`config.mk`:
```
export PLATFORM = sky130hd
export DESIGN_NAME = stack_sequencer
export DESIGN_NICKNAME = d
export VERILOG_FILES = /design/src/rtl/stack_sequencer.sv
export SDC_FILE = /design/constraint.sdc
export NUM_CORES = 1
export LEC_CHECK = 0
export ABC_AREA = 1
export CORE_MARGIN = 2
export CORE_UTILIZATION = 54
export CTS_CLUSTER_DIAMETER = 40
export DETAILED_ROUTE_END_ITERATION = 10
export GPL_TIMING_DRIVEN = 0
export PLACE_DENSITY = 0.86
export SLEW_MARGIN = 20
export SYNTH_ARGS = -nofsm -noshare
export SYNTH_HDL_FRONTEND = slang
export SYNTH_SLANG_ARGS = --single-unit
```
`constraint.sdc`:
```
create_clock -name clk -period 6.8 [get_ports clk]
set_input_delay 1.36 -clock clk [delete_from_list [all_inputs] [get_ports clk]]
set_output_delay 1.36 -clock clk [all_outputs]
set_load 0.005 [all_outputs]
```
`src/rtl/stack_sequencer.sv`:
```
// Walks a push bitmask then a pop bitmask, issuing one 16-bit stack bus cycle per set bit
// and writing back the final SP once the sequence completes.
module stack_sequencer (
  input  logic        clk,
  input  logic        reset_n,
  input  logic        start,
  input  logic [15:0] push_mask,
  input  logic [15:0] pop_mask,
  input  logic [15:0] sp_in,
  output logic        busy,
  output logic        done,
  output logic        sp_we,
  output logic [15:0] sp_out,
  output logic [3:0]  src_sel,
  input  logic [15:0] src_data,
  output logic        bus_req,
  output logic        bus_write,
  output logic [15:0] bus_addr,
  output logic [15:0] bus_wdata,
  input  logic        bus_ack,
  input  logic [15:0] bus_rdata,
  output logic        dst_we,
  output logic [3:0]  dst_sel,
  output logic [15:0] dst_data
);

  // state  | meaning
  // IDLE   | waiting for start
  // PUSH   | writing lowest remaining push item
  // POP    | reading highest remaining pop item; empty mask = settle cycle
  // FINISH | done/sp_we pulse with final SP
  typedef enum logic [1:0] {S_IDLE, S_PUSH, S_POP, S_FINISH} state_t;

  localparam logic [3:0] ITEM_SP      = 4'd4;
  localparam logic [3:0] ITEM_DISCARD = 4'd5;

  state_t      state, state_nxt;
  logic [15:0] push_m, push_m_nxt, pop_m, pop_m_nxt;
  logic [15:0] sp_cur, sp_cur_nxt, sp_orig, sp_orig_nxt, sp_pop, sp_pop_nxt;
  logic        sp_pop_vld, sp_pop_vld_nxt;
  logic        dst_we_nxt;
  logic [3:0]  dst_sel_nxt;
  logic [15:0] dst_data_nxt;
  logic [3:0]  push_item, pop_item;
  logic [15:0] push_m_clr, pop_m_clr;

  always_comb begin
    push_item = '0;
    for (int i = 15; i >= 0; i--)
      if (push_m[i]) push_item = 4'(i);
  end

  always_comb begin
    pop_item = '0;
    for (int i = 0; i < 16; i++)
      if (pop_m[i]) pop_item = 4'(i);
  end

  always_comb begin
    push_m_clr = push_m;
    push_m_clr[push_item] = 1'b0;
    pop_m_clr = pop_m;
    pop_m_clr[pop_item] = 1'b0;
  end

  always_ff @(posedge clk) begin
    if (!reset_n) begin
      state      <= S_IDLE;
      push_m     <= '0;
      pop_m      <= '0;
      sp_cur     <= '0;
      sp_orig    <= '0;
      sp_pop     <= '0;
      sp_pop_vld <= 1'b0;
      dst_we     <= 1'b0;
      dst_sel    <= '0;
      dst_data   <= '0;
    end else begin
      state      <= state_nxt;
      push_m     <= push_m_nxt;
      pop_m      <= pop_m_nxt;
      sp_cur     <= sp_cur_nxt;
      sp_orig    <= sp_orig_nxt;
      sp_pop     <= sp_pop_nxt;
      sp_pop_vld <= sp_pop_vld_nxt;
      dst_we     <= dst_we_nxt;
      dst_sel    <= dst_sel_nxt;
      dst_data   <= dst_data_nxt;
    end
  end

  always_comb begin
    state_nxt      = state;
    push_m_nxt     = push_m;
    pop_m_nxt      = pop_m;
    sp_cur_nxt     = sp_cur;
    sp_orig_nxt    = sp_orig;
    sp_pop_nxt     = sp_pop;
    sp_pop_vld_nxt = sp_pop_vld;
    dst_we_nxt     = 1'b0;
    dst_sel_nxt    = dst_sel;
    dst_data_nxt   = dst_data;
    busy           = 1'b0;
    done           = 1'b0;
    sp_we          = 1'b0;
    sp_out         = '0;
    src_sel        = '0;
    bus_req        = 1'b0;
    bus_write      = 1'b0;
    bus_addr       = '0;
    bus_wdata      = '0;

    unique case (state)
      S_IDLE: begin
        if (start) begin
          push_m_nxt     = push_mask;
          pop_m_nxt      = pop_mask;
          sp_cur_nxt     = sp_in;
          sp_orig_nxt    = sp_in;
          sp_pop_vld_nxt = 1'b0;
          // With nothing to push, POP is entered even if its mask is empty so that
          // an empty sequence still reports done two cycles after start.
          state_nxt      = (push_mask != '0) ? S_PUSH : S_POP;
        end
      end
      S_PUSH: begin
        busy      = 1'b1;
        bus_req   = 1'b1;
        bus_write = 1'b1;
        bus_addr  = sp_cur - 16'd2;
        src_sel   = push_item;
        bus_wdata = (push_item == ITEM_SP) ? sp_orig : src_data;
        if (bus_ack) begin
          sp_cur_nxt = sp_cur - 16'd2;
          push_m_nxt = push_m_clr;
          if (push_m_clr == '0) state_nxt = (pop_m != '0) ? S_POP : S_FINISH;
        end
      end
      S_POP: begin
        busy = 1'b1;
        if (pop_m == '0) begin
          state_nxt = S_FINISH;
        end else begin
          bus_req  = 1'b1;
          bus_addr = sp_cur;
          if (bus_ack) begin
            sp_cur_nxt = sp_cur + 16'd2;
            pop_m_nxt  = pop_m_clr;
            if (pop_item == ITEM_SP) begin
              sp_pop_nxt     = bus_rdata;
              sp_pop_vld_nxt = 1'b1;
            end else if (pop_item != ITEM_DISCARD) begin
              dst_we_nxt   = 1'b1;
              dst_sel_nxt  = pop_item;
              dst_data_nxt = bus_rdata;
            end
            if (pop_m_clr == '0 && !dst_we_nxt) state_nxt = S_FINISH;
          end
        end
      end
      S_FINISH: begin
        busy      = 1'b1;
        done      = 1'b1;
        sp_we     = 1'b1;
        sp_out    = sp_pop_vld ? sp_pop : sp_cur;
        state_nxt = S_IDLE;
      end
      default: state_nxt = S_IDLE;
    endcase
  end

endmodule

```
After elaboration in Yosys (flattened, before gate mapping)
Index checks and enable logic that the tools add are counted.

Output and inout port bits: 78. Input bits: 84. Bits in registers: 104. Logic and storage cells: 140.

$add $sub $neg: 2. Reductions and logical operators: 23. Eq/ne operators: 14. Bitwise gates (word level): 9. Multiplexer cells: 78. Order comparisons: 4.

Operator list (count): $mux 16 (14); $mux 4 (31); $pmux 16 s2 (3); $logic_not 16->1 (3); $pmux 16 s3 (1); $and 16x16->16 (2); $not 16->16 (2); $reduce_bool 16->1 (2); $reduce_and 5->1 (4); $mux 1 (17); $add 16x2->16 const B (1); $sub 16x2->16 const B (1); $mux 2 (7); $ne 2x2->1 const B (6); $lt 4x5->1 const B (2); $demux 1 s4 (2); $eq 4x3->1 const B (2); $ge 4x1->1 const B (2); $pmux 2 s4 (1); $reduce_and 4->1 (2); $ne 3x3->1 const B (2); $not 1->1 (5); $eq 2x2->1 const B (2); $ne 4x3->1 const B (1); 11 further kinds (15).

Longest topological paths before layout
Word-level depth: 27. Gate-level depth with buffers: 25. Depth with buffers taken out: 25.

Worst setup path after synthesis
No wires, ideal clock.

Path type: reg-to-output. Start point: reg push_m[12]. End point: out bus_wdata[1]. Required time: 5.440 ns. Data arrival time: 1.690 ns. Cell stages (with the launch flop): 13. Setup slack: 3.750 ns. Cell sequence: dfxtp_1 -> nor2_1 -> o21ai_0 -> nand3_1 -> nand3_1 -> nand3_1 -> nand2_1 -> a21boi_4 -> inv_1 -> nand3_4 -> clkbuf_1 -> o21ai_0 -> a21oi_1.

Word-level cells in the longest chain between the ends: 16.

RTL lines: start: declaration (line 38) `logic [15:0] push_m, push_m_nxt, pop_m, pop_m_nxt;`; start signal: assignment (line 80) `push_m <= push_m_nxt;`; $mux 4 (13 in series) (line 50) `if (push_m[i]) push_item = 4'(i);`; $eq 4x3->1 (line 132) `bus_wdata = (push_item == ITEM_SP) ? sp_orig : src_data;`; $mux 16 (line 132); $mux 16 (line 113) `unique case (state)`; end: declaration (line 19) `output logic [15:0] bus_wdata,`.

Every way passes these cells.

Worst setup path in the final report
Start point: reg state[0]. End point: out bus_addr[3].

Word-level cells in the longest chain between the ends: 2. Elaborated cells between the ends (all ways): 3. Those cells by class: 2 x eq/ne; 1 x mux.

RTL lines: start: declaration (line 37) `state_t state, state_nxt;`; start signal: assignment (line 79) `state <= state_nxt;`; $eq 2x2->1 or $eq 2x1->1 (tied branches) (line 113); $pmux 16 s2 (*) (line 113); end: declaration (line 18) `output logic [15:0] bus_addr,`.

Mark *: on every way between the ends. The rest lies on a longest branch, timed or not.

==> flow_metrics.tcl <==
set metrics [dict create \
    place_congestion 0.955 \
    synthCells 1012 \
    core_mm2 0.0119 \
    wl_met1_um 8840 \
    die_y_um 114 \
    grt_use_total 0.312 \
    post_cts_buffers 0 \
    pwr_density_cell_mw_per_mm2 458 \
    std_cell_rows 40 \
    ys_async_sr_fraction 0 \
    routedWlPerCell_um 15.5 \
    vias 7414 \
    worstMarginPinSlew_ns 0.715 \
    met2_length_um 9150 \
    area_growth_pct 32.5 \
    ant_nets 0 \
    drt-initial-drc-count 707 \
    synth_nets 1103 \
    start_util 0.550 \
    wirelength_um 20700 \
    syn_area_mm2 0.00655 \
    ios 162 \
    clockBufferDepth 2 \
    status "finished clean" \
    ys.flop_type "dfxtp_1" \
    dieWidth_um 114 \
    h-tree-depth 3 \
    cts_resized 0 \
    diodes 0 \
    synth_warnings 0 \
    cp-start-kind "register" \
    post-route-min-period_ns 4.53 \
    worst_ep_required_time_ns 5.44 \
    clock-sinks 104 \
    dr_wl_met3_um 2080 \
    final.setup.tns_ns 0 \
    grt_max_degree 19 \
    antenna_found_initial 0 \
    top_layer "met4" \
    numCtsBuffers 9 \
    avgSynthCellArea_um2 6.47 \
    cts_tree "built" \
    maxCapViolations 0 \
    worstPathMaxFanout 10 \
    hold_viol 0 \
    avgViaCountPerCell 5.55 \
    clk_latency_ns 0.36 \
    criticalPathCategory "reg -> out" \
    synth_cell_type_count 43 \
    cts.reportedPaths.clkPinSlew_ns 0.07 \
    rsz0062_at_grt "no" \
    finalClockSkew_ns 0.0113 \
    maxSlewViolCount 0 \
    nNetsFinal 1275 \
    finalCritPeriodShare 0.666 \
    seq_area_frac_synth 0.318 \
    ys_ff_latch 104 \
    cts-hold-fix-buffers 0 \
    grt_pass1_vias 6710 \
    grt-ovfl-total 0 \
    end_kind "primary output" \
    die-area_mm2 0.0130 \
    root_buffer "clkbuf_16" \
    final_util 0.729 \
    slew_headroom 0.523 \
    cp_data_arrival_time_ns 3.17 \
    io_buffers 161 \
    drive_above_1_share 0.0765 \
    min_path_cells 2 \
    finalSetupViolCount 0 \
    grt_pass1_wl_um 32600 \
    synth_edf_count 0 \
    p_leak_nw 3.34 \
    fmax_mhz 221 \
    hpwl_um 15800 \
    hold_class "reg -> reg" \
    drc 0 \
    drt_first_pass_iters 5 \
    reg2regPathDepth 11 \
    ir_drop_v 0.000226 \
    holdWs_ns 0.469 \
]
registers in the layout, summed over array words and instances (netlist names), 2 cells and up:
register	flops
state	2
push_m	16
dst_data	16
pop_m	16
sp_cur	16
sp_orig	16
sp_pop	16
dst_sel	4
cells in the mapped netlist, drive strengths merged (4+ instances only):
master	instances	area, um^2
nand2	196	791
nor2	143	599
inv	122	463
a21oi	110	562
o21ai	108	541
dfxtp	104	2080
nand3	62	333
clkbuf	39	146
o211ai	21	158
nand4	20	140
buf	19	106
a211oi	18	215
a31oi	15	109
nor3	11	60.1
ha	7	87.6
nor4	4	40.0
layer usage:
| metal | GRT usage | vias to the layer above |
|---|---|---|
| li1 | - | 3699 |
| met4 | 0.112 | 0 |
| met3 | 0.0736 | 63 |
| met1 | 0.405 | 3267 |
| met5 | 0 | - |
| met2 | 0.510 | 385 |
worst max-delay path: stages (launching register included):
cell,delay [ns]
dfxtp_1,0.34
inv_1,0.12
ha_1,0.16
clkbuf_1,0.29
inv_1,0.31
nor2_8,0.28
clkbuf_1,0.43
nand2_1,0.09
a21oi_1,0.25
clkdlybuf4s50_1,0.55
where the power goes:
group / total [mW] / leakage (nW) / internal, mW / switching, mW
Sequential: 0.915 / 0.852 / 0.779 / 0.137
Clock: 0.585 / 0.165 / 0.338 / 0.247
Combinational: 2.47 / 2.33 / 0.875 / 1.60
Total: 3.97 / 3.34 / 1.99 / 1.98
logic make-up after synthesis:
group                      count (synthesis)  synth area share
AOI/OAI and AO/OA                        278             0.251
DFF                                      104             0.318
xor gates and xnor gates                   1           0.00134
adders and majority gates                  7            0.0134
and+or+nand+nor                          440             0.306
buffers and inverters                    182             0.110
cell type report:
cell class,count,area [um^2]
timing repair buffer,161,1610
tap,147,184
buffer,58,253
clock inverter,6,97.6
multi-input combinational,726,3750
clock buffer,10,239
sequential,104,2080
inverter,124,470
fill,1006,3230
cells in the final DEF, fill, tap and decap left out, drive strengths merged, types with 4 or more instances in the layout:
cell type / n
nand2: 196
clkdlybuf4s50: 161
nor2: 143
inv: 124
a21oi: 110
o21ai: 108
dfxtp: 104
nand3: 62
clkbuf: 49
o211ai: 21
nand4: 20
buf: 19
a211oi: 18
a31oi: 15
nor3: 11
ha: 7
nor4: 4
clkinv: 4
through the flow:
step	cells	power (mW)	worst slack [ns]	cell area [um^2]
3_3_place_gp	1320	3.30	2.74	8350
2_1_floorplan	1012	2.60	3.75	6550
4_1_cts	1336	3.93	2.35	8680
5_1_grt	1336	4.28	2.15	8680
3_5_place_dp	1320	3.34	2.72	8350
6_report	1336	3.97	2.27	8680
worst paths after layout:
path,start,slack [ns],end
worst min-delay path,dst_sel[3]$_SDFFE_PN0P_,0.47,dst_sel[3]$_SDFFE_PN0P_
worst max register to register,state[0]$_SDFFE_PN0P_,3.91,pop_m[4]$_SDFFE_PN0P_
worst max-delay path,state[0]$_SDFFE_PN0P_,2.27,bus_addr[3]
worst min register to register,dst_sel[3]$_SDFFE_PN0P_,0.47,dst_sel[3]$_SDFFE_PN0P_
Power figures use the tool's default switching activity.
